`src/rtl/aer_ravens_roi_bridge_if.sv`:
```
// Purpose : bundles the camera-side AER handshake and the RAVENS packet stream of the bridge.
// Latency : n/a (signal bundle only).
// Backpr. : pkt_valid/pkt_ready on the packet side, 4-phase req/ack on the camera side.
// Ports   : aer[9:0], xsel, req (camera -> bridge); ack (bridge -> camera);
//           ravens_pkt, pkt_valid, drop_cnt (bridge -> consumer); pkt_ready (consumer -> bridge).
//           master = camera/consumer side, slave = the bridge.
interface aer_ravens_roi_bridge_if #(
  parameter int PKT_BITS = 32
);
  logic [9:0]          aer;
  logic                xsel;
  logic                req;
  logic                ack;
  logic [PKT_BITS-1:0] ravens_pkt;
  logic                pkt_valid;
  logic                pkt_ready;
  logic [15:0]         drop_cnt;

  modport master (
    output aer, xsel, req, pkt_ready,
    input  ack, ravens_pkt, pkt_valid, drop_cnt
  );

  modport slave (
    input  aer, xsel, req, pkt_ready,
    output ack, ravens_pkt, pkt_valid, drop_cnt
  );
endinterface

```
`src/rtl/aer_ravens_roi_bridge.sv`:
```
// Purpose : DVS AER receiver -> RAVENS spike bridge with ROI mapping, downsampling, polarity routing,
//           duplicate suppression and an output FIFO.
// Latency : req edge -> ack high = 2 + SETTLE_CYCLES + 2 cycles; packet visible together with ack.
// Backpr. : FIFO drains on pkt_valid&&pkt_ready; pushes into a full FIFO (without same-cycle pop)
//           are dropped and counted in drop_cnt (saturating). The camera is never stalled.
// Ports   : i_clk, i_rst (sync, active-high); io_bus (slave modport of aer_ravens_roi_bridge_if).
module aer_ravens_roi_bridge #(
  parameter int unsigned PKT_BITS      = 32,
  parameter int unsigned NEURON_BITS   = 8,
  parameter int unsigned ROI_X0        = 0,
  parameter int unsigned ROI_Y0        = 0,
  parameter int unsigned ROI_W         = 100,
  parameter int unsigned ROI_H         = 100,
  parameter int unsigned DS_SHIFT      = 0,
  parameter int unsigned POL_MODE      = 1,
  parameter int unsigned POL_OFFSET    = 128,
  parameter int unsigned SETTLE_CYCLES = 5,
  parameter int unsigned FIFO_DEPTH    = 8
) (
  input  logic                    i_clk,
  input  logic                    i_rst,
  aer_ravens_roi_bridge_if.slave  io_bus
);

  // ---------------------------------------------------------------- constants
  localparam logic [2:0] ST_IDLE    = 3'd0;
  localparam logic [2:0] ST_SETTLE  = 3'd1;
  localparam logic [2:0] ST_CAPTURE = 3'd2;
  localparam logic [2:0] ST_ACK     = 3'd3;
  localparam logic [2:0] ST_RELEASE = 3'd4;

  localparam int unsigned CNT_W  = (SETTLE_CYCLES > 1) ? $clog2(SETTLE_CYCLES) : 1;
  localparam int unsigned AW     = (FIFO_DEPTH > 1) ? $clog2(FIFO_DEPTH) : 1;
  localparam int unsigned X_HI   = ROI_X0 + ROI_W;
  localparam int unsigned Y_HI   = ROI_Y0 + ROI_H;
  localparam int unsigned STRIDE = ROI_W >> DS_SHIFT;
  localparam int unsigned PAD    = PKT_BITS - NEURON_BITS - 5;

  localparam logic [CNT_W-1:0] SETTLE_LOAD = CNT_W'(SETTLE_CYCLES - 1);
  localparam logic [AW:0]      FIFO_FULL   = (AW + 1)'(FIFO_DEPTH);

  // ---------------------------------------------------------------- state
  logic                   r_req_meta;
  logic                   r_req_s;
  logic [2:0]             r_state;
  logic [CNT_W-1:0]       r_cnt;
  logic                   r_ack;
  logic [8:0]             r_y;
  logic                   r_y_valid;
  logic [NEURON_BITS-1:0] r_last_id;
  logic                   r_last_id_valid;
  logic [15:0]            r_drop_cnt;

  logic [PKT_BITS-1:0]    r_mem [FIFO_DEPTH];
  logic [AW-1:0]          r_wr_ptr;
  logic [AW-1:0]          r_rd_ptr;
  logic [AW:0]            r_count;

  // ---------------------------------------------------------------- X-word evaluation
  logic [8:0]             w_x;
  logic                   w_pol;
  logic [31:0]            w_x32;
  logic [31:0]            w_y32;
  logic [31:0]            w_dx;
  logic [31:0]            w_dy;
  logic [31:0]            w_id32;
  logic [NEURON_BITS-1:0] w_id;
  logic [PKT_BITS-1:0]    w_pkt;
  logic                   w_in_roi;
  logic                   w_pol_ok;
  logic                   w_dup;
  logic                   w_want;
  logic                   w_empty;
  logic                   w_full;
  logic                   w_pop;
  logic                   w_push;
  logic                   w_drop;

  assign w_x   = io_bus.aer[9:1];
  assign w_pol = io_bus.aer[0];
  assign w_x32 = {23'd0, w_x};
  assign w_y32 = {23'd0, r_y};

  assign w_in_roi = (w_x32 >= ROI_X0) && (w_x32 < X_HI) &&
                    (w_y32 >= ROI_Y0) && (w_y32 < Y_HI);

  always_comb begin
    w_pol_ok = 1'b1;
    case (POL_MODE)
      1:       w_pol_ok = w_pol;
      2:       w_pol_ok = ~w_pol;
      default: w_pol_ok = 1'b1;
    endcase
  end

  // Offsets are only meaningful once the ROI test passes; out-of-ROI wraparound is harmless.
  assign w_dx   = (w_x32 - ROI_X0) >> DS_SHIFT;
  assign w_dy   = (w_y32 - ROI_Y0) >> DS_SHIFT;
  assign w_id32 = (w_dy * STRIDE) + w_dx +
                  (((POL_MODE == 3) && !w_pol) ? POL_OFFSET : 32'd0);
  assign w_id   = w_id32[NEURON_BITS-1:0];
  assign w_pkt  = {{PAD{1'b0}}, w_id, 5'd0};

  assign w_dup  = r_last_id_valid && (w_id == r_last_id);
  assign w_want = (r_state == ST_CAPTURE) && io_bus.xsel && r_y_valid &&
                  w_in_roi && w_pol_ok && !w_dup;

  // ---------------------------------------------------------------- FIFO control
  assign w_empty = (r_count == '0);
  assign w_full  = (r_count == FIFO_FULL);
  assign w_pop   = io_bus.pkt_ready && !w_empty;
  // A pop in the same cycle frees the slot, so a push into a full FIFO still lands.
  assign w_push  = w_want && (!w_full || w_pop);
  assign w_drop  = w_want && w_full && !w_pop;

  // ---------------------------------------------------------------- req synchronizer
  always_ff @(posedge i_clk) begin
    if (i_rst) begin
      r_req_meta <= 1'b0;
      r_req_s    <= 1'b0;
    end else begin
      r_req_meta <= io_bus.req;
      r_req_s    <= r_req_meta;
    end
  end

  // ---------------------------------------------------------------- handshake FSM
  always_ff @(posedge i_clk) begin
    if (i_rst) begin
      r_state   <= ST_IDLE;
      r_cnt     <= '0;
      r_ack     <= 1'b0;
      r_y       <= '0;
      r_y_valid <= 1'b0;
    end else begin
      case (r_state)
        ST_IDLE: begin
          if (r_req_s) begin
            r_state <= ST_SETTLE;
            r_cnt   <= SETTLE_LOAD;
          end
        end
        ST_SETTLE: begin
          if (r_cnt == '0) begin
            r_state <= ST_CAPTURE;
          end else begin
            r_cnt <= r_cnt - 1'b1;
          end
        end
        ST_CAPTURE: begin
          // Bus has been stable for the settle window; sample it exactly once.
          if (!io_bus.xsel) begin
            r_y       <= io_bus.aer[8:0];
            r_y_valid <= 1'b1;
          end
          r_ack   <= 1'b1;
          r_state <= ST_ACK;
        end
        ST_ACK: begin
          if (!r_req_s) begin
            r_ack   <= 1'b0;
            r_state <= ST_RELEASE;
          end
        end
        ST_RELEASE: begin
          // One extra cycle guarantees ack low is registered before req is sensed again.
          r_state <= ST_IDLE;
        end
        default: begin
          r_state <= ST_IDLE;
          r_ack   <= 1'b0;
        end
      endcase
    end
  end

  // ---------------------------------------------------------------- duplicate tracker / drops
  always_ff @(posedge i_clk) begin
    if (i_rst) begin
      r_last_id       <= '0;
      r_last_id_valid <= 1'b0;
      r_drop_cnt      <= '0;
    end else begin
      if (w_push) begin
        r_last_id       <= w_id;
        r_last_id_valid <= 1'b1;
      end
      if (w_drop && (r_drop_cnt != 16'hFFFF)) begin
        r_drop_cnt <= r_drop_cnt + 16'd1;
      end
    end
  end

  // ---------------------------------------------------------------- FIFO storage
  always_ff @(posedge i_clk) begin
    if (w_push) begin
      r_mem[r_wr_ptr] <= w_pkt;
    end
  end

  always_ff @(posedge i_clk) begin
    if (i_rst) begin
      r_wr_ptr <= '0;
      r_rd_ptr <= '0;
      r_count  <= '0;
    end else begin
      if (w_push) begin
        r_wr_ptr <= r_wr_ptr + AW'(1);
      end
      if (w_pop) begin
        r_rd_ptr <= r_rd_ptr + AW'(1);
      end
      case ({w_push, w_pop})
        2'b10:   r_count <= r_count + 1'b1;
        2'b01:   r_count <= r_count - 1'b1;
        default: r_count <= r_count;
      endcase
    end
  end

  // ---------------------------------------------------------------- outputs
  assign io_bus.ack        = r_ack;
  assign io_bus.pkt_valid  = !w_empty;
  assign io_bus.ravens_pkt = w_empty ? '0 : r_mem[r_rd_ptr];
  assign io_bus.drop_cnt   = r_drop_cnt;

endmodule

```
`src/flat_wrapper.sv`:
```
// flat-port wrapper written by rule: the top's interface ports become plain ports
module aer_ravens_roi_bridge_flat 
#(
  parameter int unsigned PKT_BITS      = 32,
  parameter int unsigned NEURON_BITS   = 8,
  parameter int unsigned ROI_X0        = 0,
  parameter int unsigned ROI_Y0        = 0,
  parameter int unsigned ROI_W         = 100,
  parameter int unsigned ROI_H         = 100,
  parameter int unsigned DS_SHIFT      = 0,
  parameter int unsigned POL_MODE      = 1,
  parameter int unsigned POL_OFFSET    = 128,
  parameter int unsigned SETTLE_CYCLES = 5,
  parameter int unsigned FIFO_DEPTH    = 8
)
  (i_clk, i_rst, io_bus_aer, io_bus_xsel, io_bus_req, io_bus_pkt_ready, io_bus_ack, io_bus_ravens_pkt, io_bus_pkt_valid, io_bus_drop_cnt);
  aer_ravens_roi_bridge_if #(.PKT_BITS(PKT_BITS)) io_bus_i ();
  input  logic i_clk;
  input  logic i_rst;
  input wire logic [$bits(io_bus_i.aer)-1:0] io_bus_aer;
  input wire logic [$bits(io_bus_i.xsel)-1:0] io_bus_xsel;
  input wire logic [$bits(io_bus_i.req)-1:0] io_bus_req;
  input wire logic [$bits(io_bus_i.pkt_ready)-1:0] io_bus_pkt_ready;
  output wire logic [$bits(io_bus_i.ack)-1:0] io_bus_ack;
  output wire logic [$bits(io_bus_i.ravens_pkt)-1:0] io_bus_ravens_pkt;
  output wire logic [$bits(io_bus_i.pkt_valid)-1:0] io_bus_pkt_valid;
  output wire logic [$bits(io_bus_i.drop_cnt)-1:0] io_bus_drop_cnt;
  assign io_bus_i.aer = io_bus_aer;
  assign io_bus_i.xsel = io_bus_xsel;
  assign io_bus_i.req = io_bus_req;
  assign io_bus_i.pkt_ready = io_bus_pkt_ready;
  assign io_bus_ack = io_bus_i.ack;
  assign io_bus_ravens_pkt = io_bus_i.ravens_pkt;
  assign io_bus_pkt_valid = io_bus_i.pkt_valid;
  assign io_bus_drop_cnt = io_bus_i.drop_cnt;
  aer_ravens_roi_bridge #(.PKT_BITS(PKT_BITS), .NEURON_BITS(NEURON_BITS), .ROI_X0(ROI_X0), .ROI_Y0(ROI_Y0), .ROI_W(ROI_W), .ROI_H(ROI_H), .DS_SHIFT(DS_SHIFT), .POL_MODE(POL_MODE), .POL_OFFSET(POL_OFFSET), .SETTLE_CYCLES(SETTLE_CYCLES), .FIFO_DEPTH(FIFO_DEPTH)) u_core (.i_clk(i_clk), .i_rst(i_rst), .io_bus(io_bus_i));
endmodule
```
`config.mk`:
```
export PLATFORM = sky130hd
export DESIGN_NAME = aer_ravens_roi_bridge_flat
export DESIGN_NICKNAME = d
export VERILOG_FILES = /design/src/rtl/aer_ravens_roi_bridge_if.sv /design/src/rtl/aer_ravens_roi_bridge.sv /design/src/flat_wrapper.sv
export SDC_FILE = /design/constraint.sdc
export NUM_CORES = 1
export LEC_CHECK = 0
export CORE_MARGIN = 8
export CORE_UTILIZATION = 56
export DETAILED_ROUTE_END_ITERATION = 7
export PLACE_DENSITY = 0.92
export SYNTH_ARGS = -nofsm -noshare
export SYNTH_HDL_FRONTEND = slang
export SYNTH_SLANG_ARGS = --single-unit
export TNS_END_PERCENT = 100
```
`constraint.sdc`:
```
create_clock -name i_clk -period 5.2 [get_ports i_clk]
set_clock_uncertainty 0.05 [all_clocks]
set_input_delay 1.04 -clock i_clk [delete_from_list [all_inputs] [get_ports i_clk]]
set_output_delay 1.04 -clock i_clk [all_outputs]
set_load 0.02 [all_outputs]
```
After elaboration in Yosys (flattened, before gate mapping)
Memories as Yosys holds them, arrays and structs flattened. A register that Yosys moved wholly into a read port is not among the register bits.
Index checks and enable logic that the tools add are counted.

word-level totals
  register bits = 54
  latch bits = 0
  RAM bits = 64
  ROM bits = 0
  input port bits = 15
  memories kept = 1

cells by class
  add/sub/neg operators = 7
  multiply operators = 1
  divide/modulo/power cells = 0
  magnitude comparators = 4
  equal/unequal tests = 13
  shift-type cells = 0
  muxes and demuxes = 15
  bitwise logic cells = 2
  reductions and logical operators = 29

memory list
  name          words  bits a word  read ports  clocked after memory_dff  write ports  RTL line                     source
  u_core.r_mem  8      8            1           1                         1            aer_ravens_roi_bridge.sv:54  logic [PKT_BITS-1:0] r_mem [FIFO_DEPTH];

operators with widths
  kind                   count
  $mux 32                1
  $mux 3                 7
  $ge 9x1->1 const B     2
  $lt 9x7->1 const B     2
  $add 16x1->16 const B  1
  $ne 16x16->1 const B   1
  $logic_and 1x1->1      14
  $pmux 3 s4             1
  $mul 9x5->6 const B    1
  $add 8x8->8            1
  $eq 8x8->1             1
  $pmux 4 s2             1
  $add 3x1->3 const B    2
  $eq 3x2->1 const B     2
  $logic_not 3->1        2
  $pmux 3 s2             1
  $reduce_and 3->1       2
  $add 4x1->4 const B    1
  $eq 4x4->1 const B     1
  $logic_not 1->1        4
  $logic_not 4->1        1
  $ne 2x1->1 const B     2
  $ne 2x2->1 const B     2
  $reduce_and 2->1       2
  other kinds (12)       16

Logic depth before layout (Yosys ltp)
Gate-level depths: netlist of the first run.

  word-level depth = 10
  depth in mapped cells = 15

Worst setup path after synthesis of the first run
OpenSTA, ideal clock, no wires.

  path type = input to register
  start = input io_bus_aer[3]
  end = register u_core.r_count[2]
  arrival = 4.435 ns
  required time = 5.080 ns
  path slack = 0.645 ns
  stages = 14
  buffers on the path = 0
  path through = ha_1 -> inv_1 -> fa_1 -> xnor2_1 -> xor2_1 -> or4b_1 -> o21ai_1 -> ha_1 -> xor2_1 -> ha_1 -> a21oi_1 -> xor2_1 -> or3_1 -> a21oi_1

on the way
  elaborated cells on any way between the ends = 17

RTL lines
  item                                                    RTL line                      source
  start: declaration                                      flat_wrapper.sv:20            input wire logic [$bits(io_bus_i.aer)-1:0] io_bus_aer;
  $add 8x8->8 (*)                                         aer_ravens_roi_bridge.sv:99   assign w_id32 = (w_dy * STRIDE) + w_dx +
  named net u_core.w_id32[4]                              aer_ravens_roi_bridge.sv:66   logic [31:0] w_id32;
  $eq 8x8->1 (*)                                          aer_ravens_roi_bridge.sv:104  assign w_dup = r_last_id_valid && (w_id == r_last_id);
  $logic_and 1x1->1 (*)                                   aer_ravens_roi_bridge.sv:104
  $logic_not 1->1 (*)                                     aer_ravens_roi_bridge.sv:106  w_in_roi && w_pol_ok && !w_dup;
  $logic_and 1x1->1 (*)                                   aer_ravens_roi_bridge.sv:106
  $logic_and 1x1->1 (*)                                   aer_ravens_roi_bridge.sv:113  assign w_push = w_want && (!w_full || w_pop);
  $eq 2x1->1 / $eq 2x2->1 (equally long branches)         aer_ravens_roi_bridge.sv:213  case ({w_push, w_pop})
  $pmux 4 s2 / $reduce_bool 2->1 (equally long branches)  --
  end signal: assignment                                  aer_ravens_roi_bridge.sv:214  2'b10: r_count <= r_count + 1'b1;
  end signal: assignment                                  aer_ravens_roi_bridge.sv:215  2'b01: r_count <= r_count - 1'b1;
  end signal: assignment                                  aer_ravens_roi_bridge.sv:216  default: r_count <= r_count;
  end: declaration                                        aer_ravens_roi_bridge.sv:57   logic [AW:0] r_count;

The timed path passes the listed nets; every way through them passes the cells marked *.
A chain may end at the register's enable or synchronous reset.

Worst setup path after layout of the first run
  start = input io_bus_aer[3]
  end = register u_core.r_count[2]

on the way
  longest elaborated chain between the ends = 10
  elaborated cells on any way between the ends = 17

ends and longest elaborated chain
  item                                                    RTL line
  branches (longest 6 deep; another with $add 8x8->8)     --
  $logic_and 1x1->1 (*)                                   aer_ravens_roi_bridge.sv:106
  $logic_and 1x1->1 (*)                                   aer_ravens_roi_bridge.sv:113
  $eq 2x1->1 / $eq 2x2->1 (equally long branches)         aer_ravens_roi_bridge.sv:213
  $pmux 4 s2 / $reduce_bool 2->1 (equally long branches)  --

Mark *: on every way between the ends.

==> results of run 1 <==
logic make-up after synthesis:
logic type / after synthesis
mux: 39
compound gates: 62
simple gates: 149
other cells: 1
buf+inv: 57
fa+ha+maj: 18
xor+xnor: 27
flops: 121
critical path: stages:
cell	delay (ps)
clkdlybuf4s50_1	520
ha_1	180
inv_1	50
fa_1	510
xnor2_1	150
nor3_1	210
nand3_1	160
or4b_1	560
o21ai_1	230
ha_1	280
xor2_1	100
ha_1	200
a21oi_1	160
xor2_1	100
or3_1	310
a21oi_1	160
metrics by stage:
| step | cell area [um2] | total power, uW | instances |
|---|---|---|---|
| after global placement | 6150 | 1210 | 639 |
| final | 6730 | 2350 | 671 |
| after floorplan | 5780 | 1190 | 497 |
| after CTS | 6730 | 2360 | 671 |
| after detailed placement | 6150 | 1220 | 639 |
| after global routing | 6730 | 2430 | 671 |
state kept, by name, indices dropped and copies added, names as in the netlist, named ones only:
signal	count
u_core.r_mem	64
u_core.io_bus.drop_cnt	16
u_core.r_y	9
u_core.r_last_id	8
u_core.r_count	4
u_core.r_cnt	3
u_core.r_rd_ptr	3
u_core.r_state	3
u_core.r_wr_ptr	3
u_core.io_bus.ack	1
u_core.r_last_id_valid	1
u_core.r_req_meta	1
u_core.r_req_s	1
u_core.r_y_valid	1
placed cells by master (no fill, tap or decap), types with 3 or more instances in the layout:
master / count
edfxtp_1: 64
inv_1: 13
o21a_1: 3
nor2_1: 48
nor4b_1: 6
buf_4: 10
xnor2_1: 14
mux2_1: 3
mux4_2: 16
nand3_1: 10
ha_1: 17
nor2b_1: 8
clkinv_4: 4
nor3_1: 8
nand2_1: 29
o21ai_0: 9
and3_1: 5
a31oi_1: 3
mux2i_1: 20
xor2_1: 7
or3_1: 7
clkdlybuf4s50_1: 39
a21o_1: 4
conb_1: 24
nand4_1: 8
nand2b_1: 8
dfxtp_1: 57
a21oi_1: 26
inv_6: 4
clkbuf_16: 16
and2_1: 3
cell type report:
type | count | area, um2
Multi-Input combinational cell | 319 | 2400
Clock inverter | 15 | 166
Clock buffer | 17 | 414
Sequential cell | 121 | 3060
Fill cell | 754 | 3360
Tap cell | 136 | 170
Timing Repair Buffer | 50 | 470
Inverter | 13 | 48.8
power groups by stage:
| stage | clock [uW] | sequential [uW] | combinational (uW) |
|---|---|---|---|
| after floorplan | 0 | 1060 | 130 |
| after global placement | 0 | 1060 | 149 |
| after detailed placement | 0 | 1060 | 158 |
| after CTS | 1160 | 1040 | 160 |
| after global routing | 1210 | 1040 | 174 |
| final | 1150 | 1040 | 161 |
worst max-delay path by stage:
stage                             start                             end  slack (ps)  cells past startpoint
after detailed placement  io_bus_aer[3]  u_core.r_count[2]$_SDFFE_PP0P_         220                     16
after CTS                 io_bus_aer[3]  u_core.r_count[2]$_SDFFE_PP0P_         680                     16
after floorplan           io_bus_aer[3]  u_core.r_count[2]$_SDFFE_PP0P_         640                     14
after global routing      io_bus_aer[3]  u_core.r_count[2]$_SDFFE_PP0P_         490                     16
final                     io_bus_aer[3]  u_core.r_count[2]$_SDFFE_PP0P_         670                     16
after global placement    io_bus_aer[3]  u_core.r_count[2]$_SDFFE_PP0P_         370                     16
per-layer routing:
metal | part of all wire, % | vias to the layer above | global-route usage [%]
li1 | - | 1773 | -
met1 | 40 | 1876 | 20.6
met2 | 53 | 122 | 33.8
met3 | 6.8 | 11 | 6.11
met4 | 0.80 | 0 | 4.35
met5 | 0 | - | 0
==> metrics list, run 1 <==
* Outcome: finished, final reports clean
- Maximum clock frequency: 221 MHz
- The tightest min-delay check is of the flip-flop to flip-flop type.
* Combinational family with the most area after synthesis: simple AND/OR/NAND/NOR gates
- Dividing the final minimum period by the clock period gives 87.2%.
- Global routing consumed, over all layers together, 18.6% of the routing resources.
- Hold violation total from the final report: 0
* Ant diodes: 0
* First-pass GRT wire length: 19.3 mm
- CORE AREA: 10100 um2
* Number of iterations in the first detailed-routing pass: 7
- Summed over its instances, the top area cell type makes up 33.7% of the synthesized netlist area.
- Number of vias after detailed routing: 3782
- Post-synth cell types: 58
* Insertion delay to the later sink of the worst-skew pair: 520 ps
- The detail route stage leaves a number of antenna-violating nets equal to 0.
- Most numerous cell in the Yosys netlist: edfxtp_1
- Net switching is 24.4% of the power.
- TritonCTS Buffers: 17
- Multiplexer area fraction after synthesis: 10.4%
- The initial utilization of the core area, before any placement, comes to 56.4%.
* Final setup violation count: 0
- Summing the areas of all xor and xnor instances in the mapped netlist gives 5.49% of the synthesized area.
* DRC viols: 0
- Dominant register cell in the synthesized netlist: edfxtp_1
- Measured on the finished design, the core utilization comes to 66.7%.
- Post-Syn Area per Cell: 12.0 um2
- Static leakage: 0.00236 uW
- TritonCTS sink count: 121
- Headroom to the max-slew limit came out at 30.6%.
- Number of nets in the finished design: 555
- Register-to-register setup slack: 900 ps
- Power density over the cells: 350 nW/um2
- The H-tree generated during clock tree synthesis spans 4 levels.
- Crit start category: input pin
- Counting flops with a built-in enable in the synthesized netlist gives 64.
* Via count of the first global-routing pass: 3894
* Register clock-pin slew on the reported worst setup and hold paths: 60 ps
- Compared with the post-synthesis result, the final layout area differs by 18.2%.
* Final total negative setup slack: 0 ps
- Worst slack after detailed placement: 221 ps
- Sequential cell area fraction in the yosys report: 53.8%
- Fraction of final layout cells with drive strength greater than 1: 13.3%
- RSZ-0062 raised after global routing: false
* Clock power share: 48.9%
- GP Congestion: 0.830
- The worst-case IR drop observed on VDD is 0.253 mV.
- Sw power: 573 uW
- The die is 117 um tall.
- FFs w/ async S/R, synth: 0%
- Hold Path Sink: u_core.r_req_s$_SDFF_PP0_
- The number of cells on the worst reg-to-reg path is 14.
* Clock root buffer: clkbuf_8
- Final Max Slew Viols: 0
- After synthesis the cells add up to 5700 um2.
- In this run the count of I/O pins placed on the die edge is 65.
- The worst hold path begins at u_core.r_req_meta$_SDFF_PP0_.
* Data required time of the worst path: 5580 ps
- Slew at the pin with the worst max-slew slack: 1030 ps
- Data on the critical path arrives at its endpoint at 4920 ps.
* Count of yosys warnings during synthesis: 0
- The worst register-to-register path begins at u_core.r_y[1]$_SDFFE_PP0P_.
- By count the netlist is led by edfxtp_1, dfxtp_1, nor2_1.
* X dimension of the die: 117 um
- Adder-cell share of the synthesized area: 4.09%
* Combinational group share of total power: 6.8%
- Biggest fanout along the worst timing path: 4
* Iteration-0 DRC Markers: 220
* Kind of critical path: input pin to flip-flop
* Post-route worst setup slack: 666 ps
- Vias/cell: 5.64
- Hold-fix buffer count after cts: 0
- The internal power of the cells totals 1780 uW.
- Element type at the critical path end: flip-flop
* Total setup buffers inserted after CTS: 0
* Hold Slack: 398 ps
- By area the synthesized netlist is led by edfxtp_1, dfxtp_1, mux4_2.
* Compound-cell area share of the yosys netlist: 7.12%
- Dividing the detail-routed wire length by the instance count gives 17.8 um.
- Antenna violations before repair: 0
* Die footprint: 13700 um2
- In this run the critical register-to-register path is captured at u_core.r_count[2]$_SDFFE_PP0P_.
- FP Rows: 37
* Clock tree from TritonCTS: built
- # port buffers: 40
* Yosys top cell by area: edfxtp_1
- The share of total power dissipated in sequential elements is 44.3%.
* Number of max-cap violations: 0
- Total congestion overflow after global routing: 0
- Simple-gate share of the synthesized area: 13.4%
* Syn Inst Count: 474
- The routed design has 12.0 mm of wire.
* Worst hold path stage count: 1
* Placed wire-length estimate after detailed placement: 8.06 mm
- In this run the deepest clock path goes through 2 buffers.
- Entering global routing, the biggest net connects 60 pins.
* Count of cells resized by post-cts repair: 0
* Period minus WS final: 4530 ps
- Synthesis inferred 121 register bits.
No activity file was read; power rests on OpenSTA's default activity.
==> inputs of run 2 (changes only) <==
CORE_UTILIZATION = 35   (was 56)
PLACE_DENSITY = 0.66   (was 0.92)
==> run 2 against run 1 <==
Effect of this change: power fell by 2.8%; count of clock-buffer cells in the layout unchanged; flip-flop and latch count did not move; register-to-register slack got worse by 70 ps; highest routed layer unchanged; first-iteration DRC count rose by 0.91%; largest cell class unchanged; clock power shrank 5%; fmax down 2.5%; setup slack worse by 120 ps; worst hold slack got worse by 5.1 ps; cell count is 12% higher.
==> metrics list, run 2 (synthesis gave the netlist of run 1 again) <==
- The flow ran to the end, and the final reports show no timing, DRC or antenna violations.
- The via count of the first global-routing pass was 3746.
* Clock tree from TritonCTS: built
- Number of vias after detailed routing: 3636
- Area of all placed cells without fillers: 6810 um2
- The library cells used most frequently in the layout, excluding fill and tap cells, are edfxtp_1, dfxtp_1, nor2_1.
- Worst reg-to-reg path cell count: 13
- Data on the critical path is required at its endpoint by 5480 ps.
- Register-to-register setup slack: 830 ps
* CORE AREA: 15900 um2
* Number of iterations in the first detailed-routing pass: 4
* H-tree lvl count: 4
* Worst hold path stage count: 1
- From bottom edge to top edge, the die measures 144 um.
- For this design the top-level I/O count stands at 65.
- Setup repair after global routing left no endpoint under its margin.
- Following the worst setup path forward leads to its endpoint at u_core.r_count[3]$_SDFFE_PP0P_.
- TritonCTS created 17 clock buffers.
* Total setup buffers inserted after CTS: 0
* Total Power Consumption: 2290 uW
- Clock-pin slew was measured on the worst setup and hold paths at 60 ps.
- Insertion delay to the later sink of the worst-skew pair: 420 ps
- X dimension of the die: 144 um
- The die covers 20600 um2.
* GP Congestion: 0.764
- Across the VDD grid, the largest voltage drop is 0.307 mV.
* Crit start category: input pin
- Ratio of final minimum period to clock period: 89.4%
- Static leakage: 0.00234 uW
- In this run the cell area measured after placement is 6260 um2.
* Total area of multi-input combinational cells: 2400 um2
- In this run the critical register-to-register path is captured at u_core.r_count[3]$_SDFFE_PP0P_.
* Post-Route WL: 11.5 mm
* Maximum buffer depth of the clock tree: 2
- Hold-fix buffer count after cts: 0
- Final Max Slew Viols: 0
- Hold Slack: 393 ps
- Iteration-0 DRC Markers: 222
* Area of all sequential standard cells: 3060 um2
- Hold violation total from the final report: 0
- The first global-routing pass estimated 19.2 mm of wire.
* Final setup violation count: 0
- Global-route usage over all layers: 12.0%
- TritonCTS sink count: 121
- Reg-to-reg startpoint: u_core.r_y[1]$_SDFFE_PP0P_
* Chain of cells forming the critical path: clkdlybuf4s50_1 -> ha_1 -> inv_1 -> fa_1 -> nand2b_1 -> o2bb2ai_1 -> xnor3_1 -> or4b_1 -> o21ai_1 -> ha_1 -> nor2b_1 -> a21oi_1 -> o32a_1 -> or3_1 -> a21oi_1
* Kind of critical path: input pin to flip-flop
- Timing would allow up to 215 MHz.
- Crit path arrival time: 4930 ps
- Once the clock tree was built, the resizer swapped 0 gates to a different size.
- # port buffers: 40
- Element type at the critical path end: flip-flop
* Fraction of final layout cells with drive strength greater than 1: 12.9%
- DRC viols: 0
- The number of antenna violations at the first check in global routing was 0.
- Subtracting the final worst setup slack from the clock period gives 4650 ps.
* Initial core utilization: 35.9%
- Layout filler cell count: 1506
- Area growth from synthesis to layout: 19.5%
* Leading cell type in the layout, fill and taps excluded: edfxtp_1
* Power density over the cells: 336 nW/um2
* Ant diodes: 0
- Once layout is complete, the utilization of the core stands at 42.8%.
- The worst pin sits at a relative slew slack of 28.1%.
* Vias/cell: 4.84
- Total congestion overflow after global routing: 0
* Number of max-cap violations: 0
- Slew at the pin with the worst max-slew slack: 1080 ps
- Stage delay of the slowest cell on the critical path: 600 ps
- In the final design database the tool counted 556 nets.
- In this run the remaining antenna-violating nets after routing total 0.
- For the final routed database, the setup TNS stands at 0 ps.
* Routed wirelength normalized by instance count: 15.3 um
* Launch point of the worst path: io_bus_aer[3]
- Slowest cell on crit path: or4b_1
- u_core.r_mem holds more flip-flops than any other register.
- The floorplan has 46 rows.
- Worst hold path type: flip-flop to flip-flop
* Max reg flops: 64
* Maximum number of pins on one net before global-route repair: 60
* Clock root buffer: clkbuf_16
* Placed wire-length estimate after detailed placement: 8.15 mm
* Biggest fanout along the worst timing path: 4
run 2: area by class of cell:
class | instances | share of cell area, %
inverters | 13 | 0.717
clock buffers | 17 | 6.25
repair buffers | 51 | 7.02
clock inverters | 14 | 1.80
multi-input cells | 319 | 35.2
flip-flops and latches | 121 | 45.0
well taps | 216 | 3.97
run 2: stage by stage:
step	worst slack [ps]	cells
2_1_floorplan	645	497
3_5_place_dp	169	720
4_1_cts	576	751
3_3_place_gp	332	720
5_1_grt	299	751
6_report	549	751
run 2: critical path, delay by kind of cell:
| family | cells | cell delay (ps) |
|---|---|---|
| AO/OA/AOI/OAI | 5 | 970 |
| XOR/XNOR | 1 | 240 |
| adder cells (fa/ha/maj) | 3 | 850 |
| buffers and inverters | 2 | 560 |
| AND/OR/NAND/NOR | 4 | 1280 |
run 2: layer usage:
metal	track usage (%)	vias to the layer above	wire [um]
met3	4.38	13	643
met1	14.1	1770	4990
met4	3.49	0	113
met5	0	-	0
li1	-	1770	-
met2	20.3	83	5780
run 2: worst min path at each step:
stage | to | slack, ps | from
2_1_floorplan | u_core.r_req_s$_SDFF_PP0_ | 360 | u_core.r_req_meta$_SDFF_PP0_
3_3_place_gp | u_core.r_req_s$_SDFF_PP0_ | 370 | u_core.r_req_meta$_SDFF_PP0_
3_5_place_dp | u_core.r_req_s$_SDFF_PP0_ | 390 | u_core.r_req_meta$_SDFF_PP0_
4_1_cts | u_core.r_req_s$_SDFF_PP0_ | 400 | u_core.r_req_meta$_SDFF_PP0_
5_1_grt | u_core.r_req_s$_SDFF_PP0_ | 420 | u_core.r_req_meta$_SDFF_PP0_
6_report | u_core.r_req_s$_SDFF_PP0_ | 390 | u_core.r_req_meta$_SDFF_PP0_
run 2: power by group:
group | total (uW) | internal, uW | switching [uW]
Clock | 1090 | 654 | 431
Sequential | 1040 | 1030 | 13.0
Combinational | 159 | 59.7 | 99.7
==> inputs of run 3 (changes only) <==
SKIP_CTS_REPAIR_TIMING = 1   (was default)
clock period = 4.85 ns   (was 5.2 ns; I/O delays follow)
==> run 3 against run 2 <==
Effect of this change: first-iteration DRC count is 32% lower; via count is 0.77% higher; utilization is 0.32 points higher; cell count is 0.53% higher; count of clock-buffer cells in the layout is 2 higher; setup slack worse by 190 ps; routed wire length is 2.2% higher; largest power group unchanged; highest routed layer unchanged.
==> metrics list, run 3 (synthesis gave the netlist of run 1 again) <==
- Outcome: finished, final reports clean
* Overall die height: 144 um
- Area of all sequential standard cells: 3060 um2
- The detailed router placed 3664 vias in this run.
- Insertion delay to the later sink of the worst-skew pair: 410 ps
- Leading cell type in the layout, fill and taps excluded: edfxtp_1
- Iteration-0 DRC Markers: 150
- Register name with the most flops: u_core.r_mem
- Once detailed placement completed, the half-perimeter wirelength came to 8.10 mm.
- Fraction of final layout cells with drive strength greater than 1: 13.4%
* CORE AREA: 15900 um2
* Area growth from synthesis to layout: 20.4%
- Power density over the cells: 367 nW/um2
- Grouping stages by cell kind, the critical path spends the most delay in simple AND/OR/NAND/NOR gates.
* Total congestion overflow after global routing: 0
- Combinational logic is responsible for 6.9% of the overall power.
- At the end of routability-driven placement, the weighted congestion stood at 0.772.
* Data required time of the worst path: 5130 ps
- Initial core utilization: 35.9%
* Buffers and inverters on the worst path: 2
- For this design the total switching power over the nets is 588 uW.
* First-pass GRT wire length: 19.4 mm
- Maximum clock frequency: 223 MHz
- Met3 usage in global routing: 3.48%
* Die footprint: 20600 um2
* Element type at the critical path end: flip-flop
* Crit path arrival time: 4770 ps
* Ant diodes: 0
* Worst hold path type: flip-flop to flip-flop
- Hold violation total from the final report: 0
* TritonCTS Buffers: 17
- The via count of the first global-routing pass came to 3827.
* H-tree lvl count: 4
- Fraction of the core area covered by cells at the end of the flow: 43.2%
- Biggest fanout along the worst timing path: 3
- Final total negative setup slack: 0 ps
* Slew at the pin with the worst max-slew slack: 1130 ps
- Setup repair after global routing left no endpoint under its margin.
* Antenna violations before repair: 0
- The critical path is of the input pin to flip-flop type.
* Static leakage: 0.00238 uW
* Met2 Usage GRT: 20.7%
- Setup violations remaining at the end of the flow were counted as 0.
- After detailed placement, the total cell area comes to 6280 um2.
- Post-Route WL: 11.8 mm
* Number of iterations in the first detailed-routing pass: 4
* Total area of multi-input combinational cells: 2400 um2
* FP Rows: 46
- CTS placed an instance of clkbuf_16 at the clock tree root.
* Global-route usage over all layers: 12.2%
* # port buffers: 40
- The count of nets left with antenna violations once routing finished came out at 0.
* Hold Slack: 392 ps
- Chain of cells forming the critical path: clkdlybuf4s50_1 -> ha_1 -> inv_1 -> fa_1 -> nand2b_1 -> o2bb2ai_1 -> xnor3_1 -> or4b_1 -> o21ai_1 -> ha_1 -> xor2_1 -> ha_1 -> a21oi_1 -> xor2_1 -> or3_1 -> a21oi_1
- The register with the most flip-flops in the layout has 64 of them.
- Max-cap violations in this run came to 0.
- Clock tree from TritonCTS: built
* Area of all placed cells without fillers: 6860 um2
- Maximum number of pins on one net before global-route repair: 60
- The slowest stage of the critical path is the or4b_1 cell.
- Leaving out fill and tap cells, the most frequent cells in the layout are edfxtp_1, dfxtp_1, nor2_1.
* Routed wirelength normalized by instance count: 15.6 um
- In the routed layout, each cell is associated on average with a via count of 4.85.
- For this run, the slowest stage of the critical path takes 600 ps.
- Peak supply drop: 0.288 mV
- Gr busiest metal: met2
- Of the available clock period, the critical path in the final layout requires 92.6%.
- In this run the deepest clock path goes through 2 buffers.
- Max_slew headroom: 24.8%
* X dimension of the die: 144 um
- For this run, design rule violations remaining after detail routing come to 0.
- STA classifies the critical path startpoint as an input pin.
* M1 GR Usage: 14.5%
- TritonCTS sink count: 121
- Final Max Slew Viols: 0
- Register clock-pin slew on the reported worst setup and hold paths: 50 ps
* CP most frequent cell: ha_1
- Period minus WS final: 4490 ps
- The filler cells instantiated in the layout total 1517.
- Number of nets in the finished design: 559
* Clock power share: 48.8%
- Internal: 1930 uW
- Net switching share of the total power: 23.4%
- During I/O placement, the number of pins put on the boundary was 65.
* Part of the power in registers: 44.4%
## run 3: path summary, 6_finish.rpt
kind | from | to | slack [ps] | cells past startpoint
min reg2reg | u_core.r_req_meta$_SDFF_PP0_ | u_core.r_req_s$_SDFF_PP0_ | 390 | 1
min | u_core.r_req_meta$_SDFF_PP0_ | u_core.r_req_s$_SDFF_PP0_ | 390 | 1
max reg2reg | u_core.r_y[0]$_SDFFE_PP0P_ | u_core.r_count[2]$_SDFFE_PP0P_ | 580 | 14
max | io_bus_aer[3] | u_core.r_count[2]$_SDFFE_PP0P_ | 360 | 16
## run 3: layout make-up
type | instances | share of cell area, %
multi-input cells | 319 | 35.0
inverters | 13 | 0.712
repair buffers | 54 | 7.30
clock inverters | 13 | 2.08
well taps | 216 | 3.94
clock buffers | 19 | 6.31
flip-flops and latches | 121 | 44.7
## run 3: through the flow
step	power, uW	setup slack [ps]	instances
after floorplan	1270	365	497
after global placement	1300	112	723
after detailed placement	1310	-36.1	723
after CTS	2540	361	755
after global routing	2620	99.8	755
final	2520	359	755
## run 3: layer usage
layer  up-vias  routed length (um)
li1       1784                   -
met1      1788                5230
met5         -                   0
met4         0                 197
met3        17                 478
met2        75                5870
## run 3: power by group through the flow
| stage | Sequential [uW] | Combinational [uW] | Clock, uW |
|---|---|---|---|
| floorplan | 1130 | 139 | 0 |
| global placement | 1140 | 164 | 0 |
| detailed placement | 1140 | 171 | 0 |
| CTS | 1120 | 172 | 1250 |
| global route | 1120 | 191 | 1310 |
| finish | 1120 | 173 | 1230 |
